--- src/rtl/miner_pkg.sv ---
// Shared definitions for the nonce generator, dispatcher and hash core.
// Latency: n/a (types and constants only).
// Backpressure: n/a.
package miner_pkg;

    localparam int NONCE_W = 32;

    typedef enum logic [2:0] {
        ST_IDLE      = 3'd0,
        ST_RESTART   = 3'd1,
        ST_ISSUE     = 3'd2,
        ST_DRAIN     = 3'd3,
        ST_FOUND     = 3'd4,
        ST_EXHAUSTED = 3'd5
    } dispatch_state_t;

endpackage

--- src/rtl/inflight_tracker.sv ---
// Up/down credit counter of nonces handed to the hash core with no result back yet.
// Latency: count updates on the edge after inc/dec; empty_o looks ahead to that update.
// Backpressure: has_credit_o low once MAX_INFLIGHT are outstanding; extra decrements at 0 are dropped.
module inflight_tracker #(
    parameter int MAX_INFLIGHT = 4
) (
    input  logic clk,
    input  logic n_rst,
    input  logic clear_i,
    input  logic inc_i,
    input  logic dec_i,
    output logic has_credit_o,
    output logic empty_o
);

    localparam int CNT_W = $clog2(MAX_INFLIGHT + 1);
    localparam logic [CNT_W-1:0] CNT_MAX = CNT_W'(MAX_INFLIGHT);

    logic [CNT_W-1:0] count_q;
    logic [CNT_W-1:0] count_d;

    // Next count: clear wins, simultaneous inc/dec cancel, a decrement at zero is a stray result and is ignored.
    always_comb begin
        count_d = count_q;
        if (clear_i) begin
            count_d = '0;
        end else if (inc_i && !dec_i) begin
            count_d = count_q + 1'b1;
        end else if (dec_i && !inc_i && (count_q != '0)) begin
            count_d = count_q - 1'b1;
        end
    end

    // Counter register.
    always_ff @(posedge clk or negedge n_rst) begin
        if (!n_rst) begin
            count_q <= '0;
        end else begin
            count_q <= count_d;
        end
    end

    assign has_credit_o = (count_q < CNT_MAX);
    // Empty as of the end of this cycle, so a final returning result counts as drained immediately.
    assign empty_o      = (count_d == '0);

endmodule

--- src/rtl/nonce_dispatcher.sv ---
// Feeds successive generator nonces to the hash core for one job and latches the first hit.
// Latency: start -> restart pulse next cycle -> first nonce offered the cycle after; one nonce per cycle thereafter.
// Backpressure: holds hash_nonce while hash_ready is low; stalls when MAX_INFLIGHT results are outstanding.
module nonce_dispatcher
    import miner_pkg::*;
#(
    parameter int MAX_INFLIGHT = 4
) (
    input  logic               clk,
    input  logic               n_rst,
    input  logic               start,
    input  logic               abort,
    input  logic [NONCE_W-1:0] gen_nonce,
    input  logic               gen_overflow,
    output logic               gen_enable,
    output logic               gen_restart,
    output logic               hash_valid,
    output logic [NONCE_W-1:0] hash_nonce,
    input  logic               hash_ready,
    input  logic               result_valid,
    input  logic               result_hit,
    input  logic [NONCE_W-1:0] result_nonce,
    output logic               busy,
    output logic               found,
    output logic               exhausted,
    output logic [NONCE_W-1:0] found_nonce
);

    dispatch_state_t    state_q, state_d;
    logic               hit_q, hit_d;
    logic               abort_q, abort_d;
    logic [NONCE_W-1:0] found_nonce_q, found_nonce_d;

    logic has_credit;
    logic cnt_empty;
    logic idle_like;
    logic clear_cnt;
    logic hit_fire;

    assign idle_like = (state_q == ST_IDLE) || (state_q == ST_FOUND) || (state_q == ST_EXHAUSTED);
    assign clear_cnt = start && idle_like;
    // Only the first hit of an active job counts; stray results outside a job are ignored.
    assign hit_fire  = result_valid && result_hit && !hit_q &&
                       ((state_q == ST_ISSUE) || (state_q == ST_DRAIN));

    assign hash_valid  = (state_q == ST_ISSUE) && has_credit && !gen_overflow;
    assign hash_nonce  = gen_nonce;
    assign gen_enable  = hash_valid && hash_ready;
    assign gen_restart = (state_q == ST_RESTART);
    assign busy        = (state_q == ST_RESTART) || (state_q == ST_ISSUE) || (state_q == ST_DRAIN);
    assign found       = (state_q == ST_FOUND);
    assign exhausted   = (state_q == ST_EXHAUSTED);
    assign found_nonce = found_nonce_q;

    inflight_tracker #(
        .MAX_INFLIGHT (MAX_INFLIGHT)
    ) u_tracker (
        .clk          (clk),
        .n_rst        (n_rst),
        .clear_i      (clear_cnt),
        .inc_i        (gen_enable),
        .dec_i        (result_valid),
        .has_credit_o (has_credit),
        .empty_o      (cnt_empty)
    );

    // Next state, hit latch and abort flag; DRAIN exit priority is abort, then hit, then exhaustion.
    always_comb begin
        state_d       = state_q;
        hit_d         = hit_q;
        abort_d       = abort_q;
        found_nonce_d = found_nonce_q;
        if (hit_fire) begin
            found_nonce_d = result_nonce;
            hit_d         = 1'b1;
        end
        case (state_q)
            ST_IDLE, ST_FOUND, ST_EXHAUSTED: begin
                if (start) begin
                    state_d = ST_RESTART;
                    hit_d   = 1'b0;
                    abort_d = 1'b0;
                end
            end
            ST_RESTART: begin
                if (abort) begin
                    abort_d = 1'b1;
                    state_d = ST_DRAIN;
                end else begin
                    state_d = ST_ISSUE;
                end
            end
            ST_ISSUE: begin
                if (abort) begin
                    abort_d = 1'b1;
                    state_d = ST_DRAIN;
                end else if (hit_fire || gen_overflow) begin
                    state_d = ST_DRAIN;
                end
            end
            ST_DRAIN: begin
                if (abort) begin
                    abort_d = 1'b1;
                end
                if (cnt_empty) begin
                    if (abort_d) begin
                        state_d = ST_IDLE;
                    end else if (hit_d) begin
                        state_d = ST_FOUND;
                    end else begin
                        state_d = ST_EXHAUSTED;
                    end
                end
            end
            default: begin
                state_d = ST_IDLE;
            end
        endcase
    end

    // State and job-status registers.
    always_ff @(posedge clk or negedge n_rst) begin
        if (!n_rst) begin
            state_q       <= ST_IDLE;
            hit_q         <= 1'b0;
            abort_q       <= 1'b0;
            found_nonce_q <= '0;
        end else begin
            state_q       <= state_d;
            hit_q         <= hit_d;
            abort_q       <= abort_d;
            found_nonce_q <= found_nonce_d;
        end
    end

endmodule

--- config.mk ---
export PLATFORM = sky130hd
export DESIGN_NAME = nonce_dispatcher
export DESIGN_NICKNAME = d
export VERILOG_FILES = /design/src/rtl/miner_pkg.sv /design/src/rtl/inflight_tracker.sv /design/src/rtl/nonce_dispatcher.sv
export SDC_FILE = /design/constraint.sdc
export NUM_CORES = 1
export LEC_CHECK = 0
export CAP_MARGIN = 20
export CORE_MARGIN = 2
export CORE_UTILIZATION = 34
export CTS_CLUSTER_SIZE = 14
export DETAILED_ROUTE_END_ITERATION = 8
export PLACE_DENSITY = 0.78
export RECOVER_POWER = 25
export SLEW_MARGIN = 30
export SYNTH_ARGS = -nofsm -noshare
export SYNTH_HDL_FRONTEND = slang
export SYNTH_SLANG_ARGS = --single-unit
--- constraint.sdc ---
create_clock -name clk -period 2.8 [get_ports clk]
set_input_delay 0.84 -clock clk [delete_from_list [all_inputs] [get_ports clk]]
set_output_delay 0.84 -clock clk [all_outputs]
set_load 0.02 [all_outputs]
Yosys cells after proc, flatten, opt, wreduce, memory -nomap -nowiden
Cells that the tools add are included.
Cells by class
  equality and inequality tests: 8
  magnitude comparators: 1
  add/subtract/negate cells: 2
  reductions and logical operators: 28
  multiplexer cells: 18
Operators with widths (count)
  two-way mux 3 bit: 8
  case mux 3 bit (4 select lines): 1
  logical AND 1 bit: 10
  two-way mux 1 bit: 8
  equality test 3 x 2 -> 1 bit (second input constant): 2
  equality test 3 bit (second input constant): 2
  logical NOT 3 bit: 2
  logical OR 1 bit: 6
  nonzero test 3 bit: 2
  logical NOT 1 bit: 4
  inequality test 2 bit (second input constant): 2
  adder 3 x 1 -> 3 bit (second input constant): 1
  equality test 3 x 1 -> 1 bit (second input constant): 1
  less-than comparator 3 bit (second input constant): 1
  inequality test 3 x 2 -> 1 bit (second input constant): 1
  case mux 1 bit (3 select lines): 1
  AND reduction 3 bit: 1
  OR reduction 3 bit: 1
  subtractor 3 x 1 -> 3 bit (second input constant): 1
  AND reduction 2 bit: 1
  OR reduction 2 bit: 1
Word-level totals
  logic and storage cells: 62
  output and inout bits: 70
  flip-flop bits (word level): 40

Longest topological paths before layout
Gate-level depths: netlist of run 1.
  word-level depth: 13
  gate-level depth with buffers: 8

By module
From an unflattened synthesis of run 1, not the netlist that was laid out.
Second synthesis, totals
  cells, all modules: 173
  area total of the unflattened synthesis: 2089.5 sq um
By module, submodules not included
  nonce_dispatcher: area an instance 1818.0 sq um, seq. area each 925.9 sq um, times used 1, cells each 145
  inflight_tracker: area an instance 271.5 sq um, seq. area each 75.1 sq um, times used 1, cells each 28

Worst setup path before layout of run 1
OpenSTA, ideal clock, no wires.
  path type: input to output
  from: input gen_overflow
  to: output hash_valid
  data arrival time: 1657 ps
  setup slack: 303 ps
  buffers on the path: 0
  cell stages on the path: 2
  path through: or4b_4 nor2_1
On the way
  cells in the longest elaborated chain, start to end: 2
Ends and longest elaborated chain
  start, declared: RTL line nonce_dispatcher.sv:14  | input logic gen_overflow,
  logical NOT 1 bit: RTL line nonce_dispatcher.sv:46  | assign hash_valid = (state_q == ST_ISSUE) && has_credit && !gen_overflow;
  logical AND 1 bit: RTL line nonce_dispatcher.sv:46
  end, declared: RTL line nonce_dispatcher.sv:17  | output logic hash_valid,
Every way passes these cells.

Final worst setup path of run 1
Ends and elaborated chain as after synthesis.

==> results.json, run 1 <==
{
  "worstSetupPathType": "in2out",
  "post_synth.cell_area_avg_um2": 12.2,
  "yosys_warnings": 0,
  "grt_max_degree": 22,
  "synth_area_leaders": "dfrtp_1 (48%), mux2_2 (17%), buf_4 (12%), ha_1 (1.8%), a21oi_1 (1.4%)",
  "cts_made_buffers": 5,
  "slew_violations": 0,
  "finalNetCount": 305,
  "combPwrFrac_pct": 50.7,
  "vias_per_cell": 4.80,
  "cts.sinks": 40,
  "syn_to_final_growth_pct": 36.8,
  "p_seq_share_pct": 35.5,
  "synth_edf_count": 0,
  "setup_viol": 0,
  "dp_hpwl_um": 3200,
  "ios": 142,
  "timing.rr.end": "state_q[2]",
  "cts_tree": "built",
  "p_switching_w": 0.000992,
  "critical_path_arrival_ns": 1.90,
  "final_common_cell": "clkdlybuf4s50_1",
  "vias": 1470,
  "grt_first_pass_wirelength_um": 6700,
  "wirelength_um": 4180,
  "drtPass1Iterations": 4,
  "p_int_w": 0.00181,
  "final_antenna_net_count": 0,
  "antenna_found_initial": 0,
  "async_reset_ff_share_pct": 100,
  "port_buffers": 77,
  "syn_area_um2": 2080,
  "tns_ns": 0,
  "start_util_pct": 35.1,
  "worstMarginPinSlew_ns": 1.09,
  "start_kind": "input port",
  "pwr_density_cell_nw_per_um2": 986,
  "cts_root_buf": "clkbuf_8",
  "swShare_pct": 35.4,
  "clkPwrFrac_pct": 13.9,
  "fin_area_um2": 2840,
  "wl_per_cell_um": 13.7,
  "r2r_slack_ns": 0.54,
  "routabilityCongestion": 0.832,
  "clk_latency_ns": 0.28,
  "cts_hold_buf": 0,
  "synth_fp_nets": 246,
  "drc_errors": 0,
  "die_y_um": 82.2,
  "peakVddDrop_mv": 0.577,
  "fp.dieArea_um2": 6760,
  "grt_overflow_total": 0,
  "endpoint_kind": "output pin",
  "grt_usage_pct": 12.8,
  "rr_startpoint": "state_q[2]",
  "final_cell_mix": "clkdlybuf4s50_1 (73), dfrtp_1 (40), mux2_2 (32)",
  "cts_max_path_buffers": 2,
  "insertedDiodeCount": 0,
  "hp-class": "reg2reg",
  "cellLeakagePower_nw": 1.21,
  "yosys.area.top_type_share_pct": 48.1,
  "relSlewSlack_pct": 27.2,
  "cp_max_fo": 2,
  "ys_seq_area_share_pct": 48.1,
  "min_path_cells": 1,
  "min_period_ns": 2.74,
  "fin_util_pct": 48.0,
  "min_to": "found_nonce[5]",
  "skew_ns": 0.00636,
  "fmax_ghz": 0.365,
  "core_area_um2": 5920,
  "grt_pass1_vias": 1520,
  "finalPower_w": 0.00280,
  "die_w_um": 82.2,
  "worstPathRequired_ns": 1.96,
  "rsz0062_at_grt": "false",
  "clkTransAtPathRegs_ns": 0.07,
  "min_from": "found_nonce[5]",
  "place_area_um2": 2750,
  "synth_flop_cell": "dfrtp_1",
  "min_period_over_period_pct": 97.9,
  "yosysUniqueCellTypes": 37,
  "rr_worst_depth": 7,
  "finalHoldViolations": 0,
  "drive_gt1_share_pct": 29.0,
  "ys_ff_latch": 40,
  "status": "completed",
  "synth_top_area_cell": "dfrtp_1",
  "drt_iter0_drc": 47,
  "htreeDepth": 2,
  "drv_cap": 0,
  "synth_cells": 171,
  "rows": 28
}
metal layers:
layer | share of wire (%) | GRT usage [%]
met1 | 41 | 15.9
met2 | 49 | 20.2
met3 | 9.7 | 5.54
met4 | 0.19 | 3.83
met5 | 0 | 0
cells in the mapped netlist, drive strengths merged (2+ instances only):
master and count:
a21oi 6, mux2 32, clkbuf 2, nor2 8, a21o 2, buf 36, and2 2, a211oi 2
nor3 4, ha 3, and3 2, nor2b 2, nor4b 2, dfrtp 40, nand2 5, inv 5
o211ai 2
power by group through the flow:
stage                     logic (W)  clock network, W  registers [W]
after floorplan            0.000533                 0        0.00128
after global placement      0.00141                 0       0.000987
after detailed placement    0.00143                 0        0.00100
after CTS                   0.00144          0.000414       0.000997
after global routing        0.00153          0.000430        0.00103
final                       0.00142          0.000389       0.000994
worst max-delay path by stage:
stage                 start    endpoint  slack, ns
2_1_floorplan  gen_overflow  hash_valid       0.30
3_3_place_gp   gen_overflow  hash_valid      -0.54
3_5_place_dp   gen_overflow  hash_valid      -0.51
4_1_cts        gen_overflow  hash_valid       0.06
5_1_grt        gen_overflow  state_q[2]       0.01
6_report       gen_overflow  hash_valid       0.06
logic make-up (layout without fill, tap and decap cells):
| group | count (synthesis) | after routing | share of synthesized area, % |
|---|---|---|---|
| buf+inv | 43 | 103 | 14.7 |
| flops | 40 | 40 | 48.1 |
| simple gates | 34 | 34 | 10.5 |
| mux | 32 | 32 | 17.3 |
| compound gates | 19 | 19 | 7.52 |
| fa+ha+maj | 3 | 3 | 1.81 |
metrics by stage:
step	std cells	worst slack, ns	hold WS, ns
floorplan	171	0.303	0.472
global placement	298	-0.535	0.486
detailed placement	298	-0.515	0.492
CTS	306	0.0593	0.507
global route	306	0.0104	0.525
finish	306	0.0588	0.505
registers in the layout (all words and copies together) (netlist names):
name               cells
state_q                3
u_tracker.count_q      3
hit_q                  1
abort_q                1
found_nonce           32
critical path: stages:
cell and delay (ns):
dlygate4sd2_1 0.25, or4b_4 0.57, nor2_4 0.13, buf_6 0.12
final cells by class:
cell class / instances / area (um2)
clock buffers: 6 / 82.6
clock inverters: 2 / 10.0
fillers: 542 / 3080
inverters: 5 / 18.8
multi-input cells: 88 / 783
flip-flops and latches: 40 / 1000
well taps: 75 / 93.8
repair buffers: 90 / 855
what timing repair did:
action                     4_1_cts  5_1_grt
gates resized for setup         13        1
setup endpoints to repair        2        1
pin swaps                        3        0
setup buffers                    0        0
Power figures use the tool's default switching activity.
==> run 2, diff against run 1 <==
SLEW_MARGIN = not set   (was 30)
==> results of run 2 <==
Final layout, timing and power as in run 1 (identical DEF).
